<file path="config.mk">
export PLATFORM = sky130hd
export DESIGN_NAME = fft_frame_ctrl
export DESIGN_NICKNAME = d
export VERILOG_FILES = /design/src/rtl/fft_frame_ctrl_pkg.sv /design/src/rtl/fft_pair_fifo.sv /design/src/rtl/fft_frame_ctrl.sv
export SDC_FILE = /design/constraint.sdc
export NUM_CORES = 1
export LEC_CHECK = 0
export BUFFER_PORTS_ARGS = -buffer_cell sky130_fd_sc_hd__clkbuf_2
export CELL_PAD_IN_SITES_DETAIL_PLACEMENT = 0
export CELL_PAD_IN_SITES_GLOBAL_PLACEMENT = 1
export CORE_ASPECT_RATIO = 1.1
export CORE_MARGIN = 2
export CORE_UTILIZATION = 40
export CTS_CLUSTER_SIZE = 8
export DETAILED_ROUTE_END_ITERATION = 8
export PLACE_DENSITY = 0.65
export SLEW_MARGIN = 20
export SYNTH_ARGS = -nofsm -noshare
export SYNTH_HDL_FRONTEND = slang
export SYNTH_SLANG_ARGS = --single-unit
</file>
<file path="constraint.sdc">
create_clock -name clk -period 8.74 [get_ports clk]
set_input_delay 0.874 -clock clk [delete_from_list [all_inputs] [get_ports clk]]
set_output_delay 0.874 -clock clk [all_outputs]
set_load 0.01 [all_outputs]
</file>
<file path="src/rtl/fft_frame_ctrl_pkg.sv">
// Shared definitions for the FFT frame controller: frame length helper,
// FSM state encoding and sticky error bit positions.
package fft_frame_ctrl_pkg;

    localparam int unsigned FFT_SIZ_DEFAULT = 3;
    localparam int unsigned FFT_N           = 2 ** FFT_SIZ_DEFAULT;

    typedef enum logic [1:0] {
        LOAD = 2'd0,
        KICK = 2'd1,
        RUN  = 2'd2
    } state_t;

    localparam int unsigned ERR_UNDERRUN = 0;
    localparam int unsigned ERR_SEQ      = 1;
    localparam int unsigned ERR_OVF      = 2;

    function automatic int unsigned fft_len(input int unsigned fftsiz);
        return 2 ** fftsiz;
    endfunction

endpackage

</file>
<file path="src/rtl/fft_pair_fifo.sv">
// Synchronous FIFO holding finished re/im/last pairs; a pop on the same
// edge frees a slot so a push into a full FIFO still succeeds.
module fft_pair_fifo #(
    parameter int unsigned WIDTH = 65,
    parameter int unsigned AW    = 3
) (
    input  logic             clk,
    input  logic             rst,
    input  logic             push,
    input  logic [WIDTH-1:0] wdata,
    input  logic             pop,
    output logic [WIDTH-1:0] rdata,
    output logic             full,
    output logic             empty
);

    localparam int unsigned DEPTH = 2 ** AW;

    logic [WIDTH-1:0] mem [DEPTH];
    logic [AW-1:0]    wr_ptr;
    logic [AW-1:0]    rd_ptr;
    logic [AW:0]      count;
    logic             do_push;
    logic             do_pop;

    assign empty   = (count == '0);
    assign full    = count[AW];
    assign do_pop  = pop && !empty;
    assign do_push = push && (!full || do_pop);
    // Head is forced to zero while empty so outputs read as reset values.
    assign rdata   = empty ? '0 : mem[rd_ptr];

    always_ff @(posedge clk) begin
        if (do_push) begin
            mem[wr_ptr] <= wdata;
        end
    end

    always_ff @(posedge clk or negedge rst) begin
        if (!rst) begin
            wr_ptr <= '0;
            rd_ptr <= '0;
            count  <= '0;
        end else begin
            if (do_push) begin
                wr_ptr <= wr_ptr + 1'b1;
            end
            if (do_pop) begin
                rd_ptr <= rd_ptr + 1'b1;
            end
            case ({do_push, do_pop})
                2'b10:   count <= count + 1'b1;
                2'b01:   count <= count - 1'b1;
                default: count <= count;
            endcase
        end
    end

endmodule

</file>
<file path="src/rtl/fft_frame_ctrl.sv">
// Frame-level sequencer: buffers one frame, kicks the FFT processor, feeds
// its read strobes and pairs its real/imag outputs into a downstream FIFO.
module fft_frame_ctrl
    import fft_frame_ctrl_pkg::*;
#(
    parameter int unsigned NUBITS = 32,
    parameter int unsigned FFTSIZ = FFT_SIZ_DEFAULT
) (
    input  logic              clk,
    input  logic              rst,
    input  logic [NUBITS-1:0] s_data,
    input  logic              s_valid,
    output logic              s_ready,
    output logic [NUBITS-1:0] io_in,
    input  logic              req_in,
    input  logic [NUBITS-1:0] io_out,
    input  logic [1:0]        out_en,
    output logic              itr,
    output logic [NUBITS-1:0] m_re,
    output logic [NUBITS-1:0] m_im,
    output logic              m_last,
    output logic              m_valid,
    input  logic              m_ready,
    output logic              busy,
    output logic [2:0]        err
);

    localparam int unsigned N     = fft_len(FFTSIZ);
    localparam int unsigned PAIRW = 2 * NUBITS + 1;

    state_t            state;
    state_t            state_nxt;
    logic [NUBITS-1:0] frame_mem [N];
    logic [FFTSIZ-1:0] wr_ptr;
    logic [FFTSIZ:0]   rd_ptr;
    logic [FFTSIZ:0]   rd_nxt;
    logic [FFTSIZ-1:0] pair_cnt;
    logic [NUBITS-1:0] io_in_nxt;
    logic [NUBITS-1:0] re_hold;
    logic              re_vld;
    logic              s_fire;
    logic              rd_at_end;
    logic              rd_adv;
    logic              push;
    logic              pair_last;
    logic [2:0]        err_set;
    logic [PAIRW-1:0]  fifo_wdata;
    logic [PAIRW-1:0]  fifo_rdata;
    logic              fifo_full;
    logic              fifo_empty;
    logic              fifo_pop;

    assign s_ready   = (state == LOAD);
    assign itr       = (state == KICK);
    assign busy      = (state != LOAD);
    assign s_fire    = s_valid && s_ready;
    assign rd_at_end = rd_ptr[FFTSIZ];
    assign rd_adv    = (state == RUN) && req_in && !rd_at_end;
    assign push      = (state == RUN) && (out_en == 2'b10) && re_vld;
    assign pair_last = &pair_cnt;

    always_comb begin
        state_nxt = state;
        case (state)
            LOAD:    if (s_fire && (&wr_ptr)) state_nxt = KICK;
            KICK:    state_nxt = RUN;
            RUN:     if (push && pair_last) state_nxt = LOAD;
            default: state_nxt = LOAD;
        endcase
    end

    // io_in is registered from the read pointer that will hold next cycle.
    always_comb begin
        rd_nxt = rd_ptr;
        if (state == KICK) begin
            rd_nxt = '0;
        end else if (rd_adv) begin
            rd_nxt = rd_ptr + 1'b1;
        end
        io_in_nxt = '0;
        if ((state_nxt == RUN) && !rd_nxt[FFTSIZ]) begin
            io_in_nxt = frame_mem[rd_nxt[FFTSIZ-1:0]];
        end
    end

    always_comb begin
        err_set = '0;
        err_set[ERR_UNDERRUN] = req_in && ((state != RUN) || rd_at_end);
        if (state != RUN) begin
            err_set[ERR_SEQ] = (out_en != 2'b00);
        end else begin
            err_set[ERR_SEQ] = (out_en == 2'b11) || ((out_en == 2'b10) && !re_vld);
        end
        err_set[ERR_OVF] = push && fifo_full && !fifo_pop;
    end

    always_ff @(posedge clk) begin
        if (s_fire) begin
            frame_mem[wr_ptr] <= s_data;
        end
    end

    always_ff @(posedge clk or negedge rst) begin
        if (!rst) begin
            state    <= LOAD;
            wr_ptr   <= '0;
            rd_ptr   <= '0;
            pair_cnt <= '0;
            io_in    <= '0;
            re_hold  <= '0;
            re_vld   <= 1'b0;
            err      <= '0;
        end else begin
            state  <= state_nxt;
            rd_ptr <= rd_nxt;
            io_in  <= io_in_nxt;
            err    <= err | err_set;
            // wr_ptr and pair_cnt wrap to zero on the Nth event of a frame.
            if (s_fire) begin
                wr_ptr <= wr_ptr + 1'b1;
            end
            if (state == KICK) begin
                pair_cnt <= '0;
                re_vld   <= 1'b0;
            end else if (state == RUN) begin
                if (out_en == 2'b01) begin
                    re_hold <= io_out;
                    re_vld  <= 1'b1;
                end else if (push) begin
                    re_vld   <= 1'b0;
                    pair_cnt <= pair_cnt + 1'b1;
                end
            end
        end
    end

    assign fifo_wdata = {re_hold, io_out, pair_last};
    assign fifo_pop   = m_valid && m_ready;
    assign m_valid    = !fifo_empty;
    assign {m_re, m_im, m_last} = fifo_rdata;

    fft_pair_fifo #(
        .WIDTH (PAIRW),
        .AW    (FFTSIZ)
    ) u_pair_fifo (
        .clk   (clk),
        .rst   (rst),
        .push  (push),
        .wdata (fifo_wdata),
        .pop   (fifo_pop),
        .rdata (fifo_rdata),
        .full  (fifo_full),
        .empty (fifo_empty)
    );

endmodule

</file>
After elaboration in Yosys (flattened, before gate mapping)

Memory sizes are Yosys's and may differ from the RTL's.
Cells that the tools add are included.
W data, S select, Z words.

Bits in registers: 90
RAM bits: 776
Input bits: 71
Output and inout bits: 104
Memories: 2

Memory list:

| memory          | depth | bits a word | rd ports | clocked after Yosys merged registers in | write ports | line                 | source |
|---|---|---|---|---|---|---|---|
| u_pair_fifo.mem | 8     | 65          | 1        | 0                                       | 1           | fft_pair_fifo.sv:19  | `logic [WIDTH-1:0] mem [DEPTH];` |
| frame_mem       | 8     | 32          | 1        | 0                                       | 1           | fft_frame_ctrl.sv:33 | `logic [NUBITS-1:0] frame_mem [N];` |

Add/sub/neg operators: 7
Equality and inequality tests: 10
Multiplexer cells: 21
Bitwise logic cells: 2
Reductions and logical operators: 37

Operators with widths:

| cell                  | number |
|---|---|
| $mux W65              | 1 |
| $mux W32              | 1 |
| $logic_and A1 B1 Y1   | 15 |
| $add A3 B1 Y3 const B | 4 |
| $mux W3               | 4 |
| $reduce_and A3 Y1     | 4 |
| $eq A2 B2 Y1 const B  | 5 |
| $reduce_bool A2 Y1    | 5 |
| $mux W1               | 9 |
| $add A4 B1 Y4 const B | 2 |
| $mux W4               | 2 |
| $pmux W4 S2           | 1 |
| $eq A2 B1 Y1 const B  | 3 |
| $logic_not A1 Y1      | 6 |
| $pmux W2 S3           | 1 |
| $logic_not A4 Y1      | 1 |
| $mux W2               | 2 |
| $ne A2 B2 Y1 const B  | 2 |
| $sub A4 B1 Y4 const B | 1 |
| $logic_or A1 B1 Y1    | 3 |
| $or A3 B3 Y3          | 1 |
| $reduce_bool A3 Y1    | 1 |
| $logic_not A2 Y1      | 1 |
| $reduce_and A2 Y1     | 1 |
| $not A1 Y1            | 1 |

Longest topological paths before layout

Gate-level depths: netlist (run 1).

Depth after elaboration: 9
Mapped depth: 13
Depth with buffers taken out: 12

By module

Synthesis (run 1) repeated with hierarchy kept, for this count alone.

Cell total of the unflattened synthesis: 1595
Area, all modules: 33211.9 sq um

By module, submodules not included:

| module         | instances | cells each | area an instance (sq um) |
|---|---|---|---|
| fft_pair_fifo  | 1         | 883        | 20292.0 |
| fft_frame_ctrl | 1         | 712        | 12919.9 |

Worst setup path before layout (run 1)

No wires, ideal clock.

Path kind: in2reg
Start point: input out_en[0]
End point: memory u_pair_fifo.mem[0][0] (enable)
Setup time: 0.568 ns
Arrival time: 5.983 ns
Slack: 2.189 ns
Cell stages on the path: 4
Buffers on the path: 0
Cell sequence: nand4b_1 -> a21oi_1 -> nand2b_1 -> nor3_1

Longest elaborated chain between the ends: 6

Ends and longest elaborated chain:

| element                          | line                 | source |
|---|---|---|
| start, declared                  | fft_frame_ctrl.sv:17 | `input logic [1:0] out_en,` |
| $eq A2 B2 Y1                     | fft_frame_ctrl.sv:59 | `assign push = (state == RUN) && (out_en == 2'b10) && re_vld;` |
| $logic_and A1 B1 Y1 (2 in a row) | fft_frame_ctrl.sv:59 |  |
| $logic_and A1 B1 Y1              | fft_pair_fifo.sv:29  | `assign do_push = push && (!full \|\| do_pop);` |
| $mux W1                          | fft_pair_fifo.sv:34  | `if (do_push) begin` |
| $mux W1 (not written as such)    | fft_pair_fifo.sv:35  | `mem[wr_ptr] <= wdata;` |
| end, declared                    | fft_pair_fifo.sv:19  |  |

No other way between the ends.

Worst setup path after layout (run 1)

Start point: register u_pair_fifo.rd_ptr[1]
End point: output m_re[17]

Longest elaborated chain between the ends: 2

Ends and longest elaborated chain:

| element                | line                 | source |
|---|---|---|
| start, declared        | fft_pair_fifo.sv:21  | `logic [AW-1:0] rd_ptr;` |
| start signal, assigned | fft_pair_fifo.sv:49  | `rd_ptr <= rd_ptr + 1'b1;` |
| $mem_v2 Z8 W65         | n/a                  |  |
| $mux W65               | fft_pair_fifo.sv:31  | `assign rdata = empty ? '0 : mem[rd_ptr];` |
| end, declared          | fft_frame_ctrl.sv:19 | `output logic [NUBITS-1:0] m_re,` |

No other way between the ends.

==> metrics.cfg, run 1 <==
[final_layout]
seq_area_um2 = 25600
final_cell_area_um2 = 38800
syn_to_final_growth_pct = 17.2
layout.nets = 1921
drive_above_1_share = 0.289
multi_input_area_um2 = 7230
final_common_cell = edfxtp_1
final_cell_mix = 776 x edfxtp_1, 194 x mux2i_1, 173 x clkbuf_2
fill_cells = 6778

[clock_tree]
postCtsSetupRepairBufs = 0
cts_tree = done
cts-root-buf = clkbuf_16
clock_latency_ps = 670
cts.clk_slew.worst_paths_ps = 50
cts_repair_resize_count = 0
ctsHoldBuffers = 0
clock-sinks = 866
numCtsBuffers = 119
cts-root-to-sink-buffers = 3
cts_htree_levels = 3

[synthesis]
synth_area_um2 = 33100
synth.distinct_cells = 40
ys_seq_area_frac = 0.773
synth_nets = 1676
ys_ff_latch = 866
yosys_warnings = 0
syn_inst = 1591
synth.avg_cell_area_um2 = 20.8

[pwr]
p_leak_uw = 0.0138
peakVddDrop_mv = 0.251
power_uw = 12900
power_density_nw_per_um2 = 333

[worst_setup_path]
endpoint_kind = output pin
required_ps = 7870
crit_fanout = 68
worstRegToRegCells = 7
cp_slowest_stage_delay_ps = 1070
reg2reg_from = state[0]
cp-start-kind = flip-flop
cpMaxStageDelayCell = dfrtp_4
r2r_setup_slack_ps = 4880
crit_type = reg -> out
cp-startpoint = u_pair_fifo.rd_ptr[1]
path_cells = buf_4 -> mux4_2 -> mux2i_1 -> nor2_1 -> clkbuf_2
arrival_ps = 3750
regToRegEndpoint = u_pair_fifo.mem[2][53]

[route]
met3_length_um = 4120
top_layer = met5
vias_per_cell = 5.26
route.detailed.drc = 0
drt_iter0_markers = 912
dr_total_vias = 15800
postRouteAntennaNets = 0
m1WireLength_um = 28300
wl_met2_um = 38600
drt_wl_total_um = 72300
wl_per_cell_um = 24.1
firstDrtPassIters = 5

[grt]
grt-ovfl-total = 0
grt_use_total = 0.171
grt_start_max_net_pins = 130
grt_pass1_wl_um = 108000
grt_pass1_vias = 17200
antenna_found_initial = 6

[floorplanning]
boundaryPins = 175
fp.dieArea_um2 = 85000
die_x_um = 278
dieHeight_um = 306
fp.coreArea_um2 = 81900
rows = 110
initial_core_util = 0.404

[outcome]
status = finished, final reports clean

[job]
cap_violations = 0

[place]
gp_congestion = 0.704
place_area_um2 = 35300
dp_hpwl_um = 37500
port_buffers = 174

[sta]
setup_tns_ps = 0
worst_slew_pin_slew_ps = 1060
setup_viol = 0
period_share = 0.529
max_freq_mhz = 216
drv_slew = 0
clock_skew_ps = 51.0
rsz0062_at_grt = no
hold_violations = 0
period_needed_ps = 4620
fin_hold_ws_ps = 301
slew_headroom = 0.291

[worst_hold_path]
min_path_type = in -> async

[metrics by stage]
stage | utilization | worst slack [ps] | instances
6_report | 0.473 | 4120 | 2996
3_5_place_dp | 0.431 | 4530 | 2779
2_1_floorplan | - | 2190 | 1591
5_1_grt | 0.473 | 3910 | 2996
4_1_cts | 0.473 | 3940 | 2995
3_3_place_gp | 0.431 | 4560 | 2779
[critical path, delay by kind of cell, from the launching register on]
| kind | cells | cell delay, ps |
|---|---|---|
| AND/OR/NAND/NOR | 1 | 80 |
| flip-flops | 1 | 1070 |
| multiplexers | 2 | 780 |
| buffers and inverters | 2 | 1120 |
[per-layer routing]
layer  track usage  vias up
li1              -     6954
met1         0.200     8299
met2         0.314      390
met3        0.0410      102
met4        0.0441       10
met5             0        -
[synth_stat cells]
master	n	share of area
a211o_1	1	0.00026
buf_4	9	0.0020
buf_2	17	0.0026
nand4_1	1	0.00019
nor2_1	83	0.0094
nor3_1	6	0.00091
a31o_2	1	0.00026
o21ai_0	4	0.00061
a21o_1	3	0.00068
nand4b_1	3	0.00079
mux2_2	38	0.013
a21oi_1	9	0.0014
buf_1	9	0.0010
clkbuf_1	42	0.0048
o21bai_1	1	0.00023
xor2_1	6	0.0016
inv_1	10	0.0011
a31oi_1	2	0.00038
and3_1	1	0.00019
nand2_1	17	0.0019
ha_1	14	0.0053
o21ai_1	1	0.00015
a211oi_1	1	0.00023
nor2b_1	3	0.00057
edfxtp_1	776	0.70
mux4_2	130	0.089
buf_6	3	0.0010
or2_2	1	0.00019
o22a_1	64	0.017
nor4_1	1	0.00019
dfrtp_1	90	0.068
mux2i_1	195	0.059
or3_1	1	0.00019
nand3b_1	3	0.00068
nand2b_1	7	0.0013
nand3_1	3	0.00045
a21oi_2	30	0.0079
mux2_4	1	0.00045
xnor2_1	3	0.00079
o22ai_1	1	0.00019
[cell type report]
type	instances	area share
flip-flops and latches	866	0.660
multi-input cells	635	0.187
clock buffers	212	0.0872
well taps	1064	0.0344
repair buffers	204	0.0290
clock inverters	4	0.00220
inverters	10	0.000969
diodes	1	0.0000646
[worst max-delay path by stage]
stage / to / slack [ps] / cells past startpoint
3_5_place_dp: u_pair_fifo.mem[2][19] / 4530 / 6
6_report: m_re[17] / 4120 / 5
3_3_place_gp: u_pair_fifo.mem[2][22] / 4560 / 6
5_1_grt: m_re[17] / 3910 / 5
4_1_cts: m_re[17] / 3940 / 5
2_1_floorplan: u_pair_fifo.mem[0][0] / 2190 / 4
[cell families after synthesis]
group | share of synthesized area
buf+inv | 0.0126
mux | 0.161
fa+ha+maj | 0.00530
flops | 0.773
compound gates | 0.0292
xor+xnor | 0.00238
simple gates | 0.0170
[report_power, final]
part | internal [uW] | switching, uW | leakage (uW)
combinational | 1440 | 1720 | 0.00403
sequential | 5060 | 481 | 0.00813
clock | 2570 | 1640 | 0.00164
[registers in the layout, summed over array words and instances (netlist names)]
| register | count |
|---|---|
| rd_ptr | 4 |
| re_vld | 1 |
| wr_ptr | 3 |
| frame_mem | 256 |
| u_pair_fifo.count | 4 |
| u_pair_fifo.rd_ptr | 3 |
| re_hold | 32 |
| u_pair_fifo.wr_ptr | 3 |
| pair_cnt | 3 |
| err | 3 |
| io_in | 32 |
| u_pair_fifo.mem | 520 |
| state | 2 |
(Power assumes the default switching activity.)
==> run 2, diff against run 1 <==
==> constraint.sdc (replaced) <==
create_clock -name clk -period 4.8 [get_ports clk]
set_input_delay 0.48 -clock clk [delete_from_list [all_inputs] [get_ports clk]]
set_output_delay 0.48 -clock clk [all_outputs]
set_load 0.01 [all_outputs]
==> metrics.cfg, run 2 (same netlist as run 1, synthesis figures left out) <==
[worst_setup_path]
cp_slowest_stage_delay_ps = 1110  ; +40 ps
cpMaxStageDelayCell = dfrtp_4
arrival_ps = 3150  ; -600 ps
crit_type = reg -> out
path_cells = buf_12 -> mux4_2 -> mux2i_1 -> nor2_1 -> clkbuf_2
worstRegToRegCells = 7  ; unchanged
cp-start-kind = flip-flop
endpoint_kind = output pin
crit_fanout = 61  ; -10%
regToRegEndpoint = io_in[1]
reg2reg_from = state[0]
r2r_setup_slack_ps = 1710  ; -3170 ps
required_ps = 4320  ; -3550 ps

[sta]
worst_slack_ps = 1170  ; -2950 ps
setup_viol = 0  ; unchanged
clock_skew_ps = 48.5  ; -2.48 ps
slew_headroom = 0.265  ; -0.0261
rsz0062_at_grt = no
drv_slew = 0  ; unchanged
period_needed_ps = 3630
fin_hold_ws_ps = 72.9  ; -228 ps
hold_violations = 0  ; unchanged
period_share = 0.757
setup_tns_ps = 0  ; unchanged
max_freq_mhz = 275
worst_slew_pin_slew_ps = 1100  ; +37.9 ps

[floorplanning]
die_x_um = 278  ; unchanged
fp.coreArea_um2 = 81900  ; unchanged
fp.dieArea_um2 = 85000  ; unchanged
initial_core_util = 0.404  ; unchanged
dieHeight_um = 306  ; unchanged
rows = 110  ; unchanged
boundaryPins = 175  ; unchanged

[worst_hold_path]
worst_hold_path.endpoint = err[0]
hold_depth = 2
min_path_type = in -> reg
worstHoldStart = req_in

[route]
drt_wl_total_um = 72100  ; -0.37%
vias_per_cell = 5.21  ; -1.0%
route.detailed.drc = 0  ; unchanged
wl_per_cell_um = 23.9  ; -0.80%
firstDrtPassIters = 5  ; unchanged
drt_iter0_markers = 1038  ; +14%
dr_total_vias = 15700  ; -0.58%
postRouteAntennaNets = 0  ; unchanged

[grt]
grt_start_max_net_pins = 67  ; -48%
grt_pass1_vias = 17100  ; -0.67%
grt_use_total = 0.171  ; about the same
grt_pass1_wl_um = 108000  ; about the same
antenna_found_initial = 5  ; -1
grt-ovfl-total = 0  ; unchanged

[final_layout]
top_register = u_pair_fifo.mem
reg_top3 = u_pair_fifo.mem: 520 flops, frame_mem: 256 flops
post-route-util = 0.476  ; +0.00263
layout.nets = 1929  ; +0.42%
final_cell_mix = 776 x edfxtp_1, 194 x mux2i_1, 173 x clkbuf_2
syn_to_final_growth_pct = 17.8
largest_register_ffs = 520  ; unchanged
final_common_cell = edfxtp_1
fin_cells = 3009  ; +0.43%
drive_above_1_share = 0.291  ; +0.00218

[clock_tree]
postCtsSetupRepairBufs = 0  ; unchanged
cts-root-buf = clkbuf_16
numCtsBuffers = 118  ; -0.84%
cts_repair_resize_count = 0  ; unchanged
cts.clk_slew.worst_paths_ps = 50  ; about the same
cts_tree = done
cts_htree_levels = 3  ; unchanged
clock-sinks = 866  ; unchanged
clock_latency_ps = 680  ; about the same
cts-root-to-sink-buffers = 3  ; unchanged

[pwr]
internal_power_uw = 16500  ; +82%
combPwrFrac = 0.250  ; +0.005
pwr-share-clk = 0.326  ; about the same
peakVddDrop_mv = 0.396  ; +58%
p_leak_uw = 0.0139  ; +0.48%
p_seq_frac = 0.424  ; -0.005
switching_share = 0.301  ; +0.00339
power_density_nw_per_um2 = 607  ; +82%
power.net_switching_uw = 7100  ; +85%

[job]
cap_violations = 0  ; unchanged

[place]
port_buffers = 174  ; unchanged
place_inst = 2787  ; +0.29%
dp_hpwl_um = 39000  ; +4.0%
gp_congestion = 0.723  ; +2.8%
pre_cts_slack_ps = 1720  ; -2810 ps

[outcome]
status = finished, final reports clean

## run 2: power groups by stage
stage                     logic (uW)  clock network (uW)  registers (uW)
after CTS                       6100                7890           10000
after global routing            6440                8240           10100
after detailed placement        6080                   0           10200
after floorplan                 4270                   0            9720
final                           5910                7710           10000
after global placement          6020                   0           10100
## run 2: worst max-delay path, delay by kind of cell, from the launching register on
kind                   cells  cell delay [ps]
multiplexers               2              620
flip-flops                 1             1110
AND/OR/NAND/NOR            1              120
buffers and inverters      2              570
## run 2: layer usage
| layer | share of wire | GRT usage |
|---|---|---|
| met1 | 0.41 | 0.209 |
| met2 | 0.52 | 0.302 |
| met3 | 0.054 | 0.0424 |
| met4 | 0.017 | 0.0445 |
| met5 | 0.00051 | 0 |
## run 2: worst max-delay path by stage
stage	from	endpoint	slack (ps)	depth (start not counted)
detailed placement	state[0]	u_pair_fifo.mem[5][20]	1720	8
global route	u_pair_fifo.rd_ptr[1]	m_re[15]	1020	5
floorplan	state[0]	u_pair_fifo.mem[6][0]	140	7
CTS	u_pair_fifo.rd_ptr[1]	m_re[15]	1080	5
finish	u_pair_fifo.rd_ptr[1]	m_re[15]	1170	5
global placement	state[0]	u_pair_fifo.mem[7][20]	1790	8
## run 2: layout make-up
cell class,instances,area (um2)
inverters,10,37.5
fillers,6744,42900
repair buffers,213,1290
multi-input cells,635,7240
clock buffers,212,3310
diodes,1,2.50
well taps,1064,1330
flip-flops and latches,866,25600
clock inverters,8,191
## run 2: stage by stage
stage	total power, uW	cell area [um2]
global placement	16200	35500
detailed placement	16300	35500
floorplan	14000	33100
finish	23600	39000
global route	24800	39000
CTS	24000	39000
## run 2: what timing repair did
item                                    4_1_cts  5_1_grt
hold buffers                                  1        0
endpoints found under the setup margin        0        0
endpoints found under the hold margin        29        0
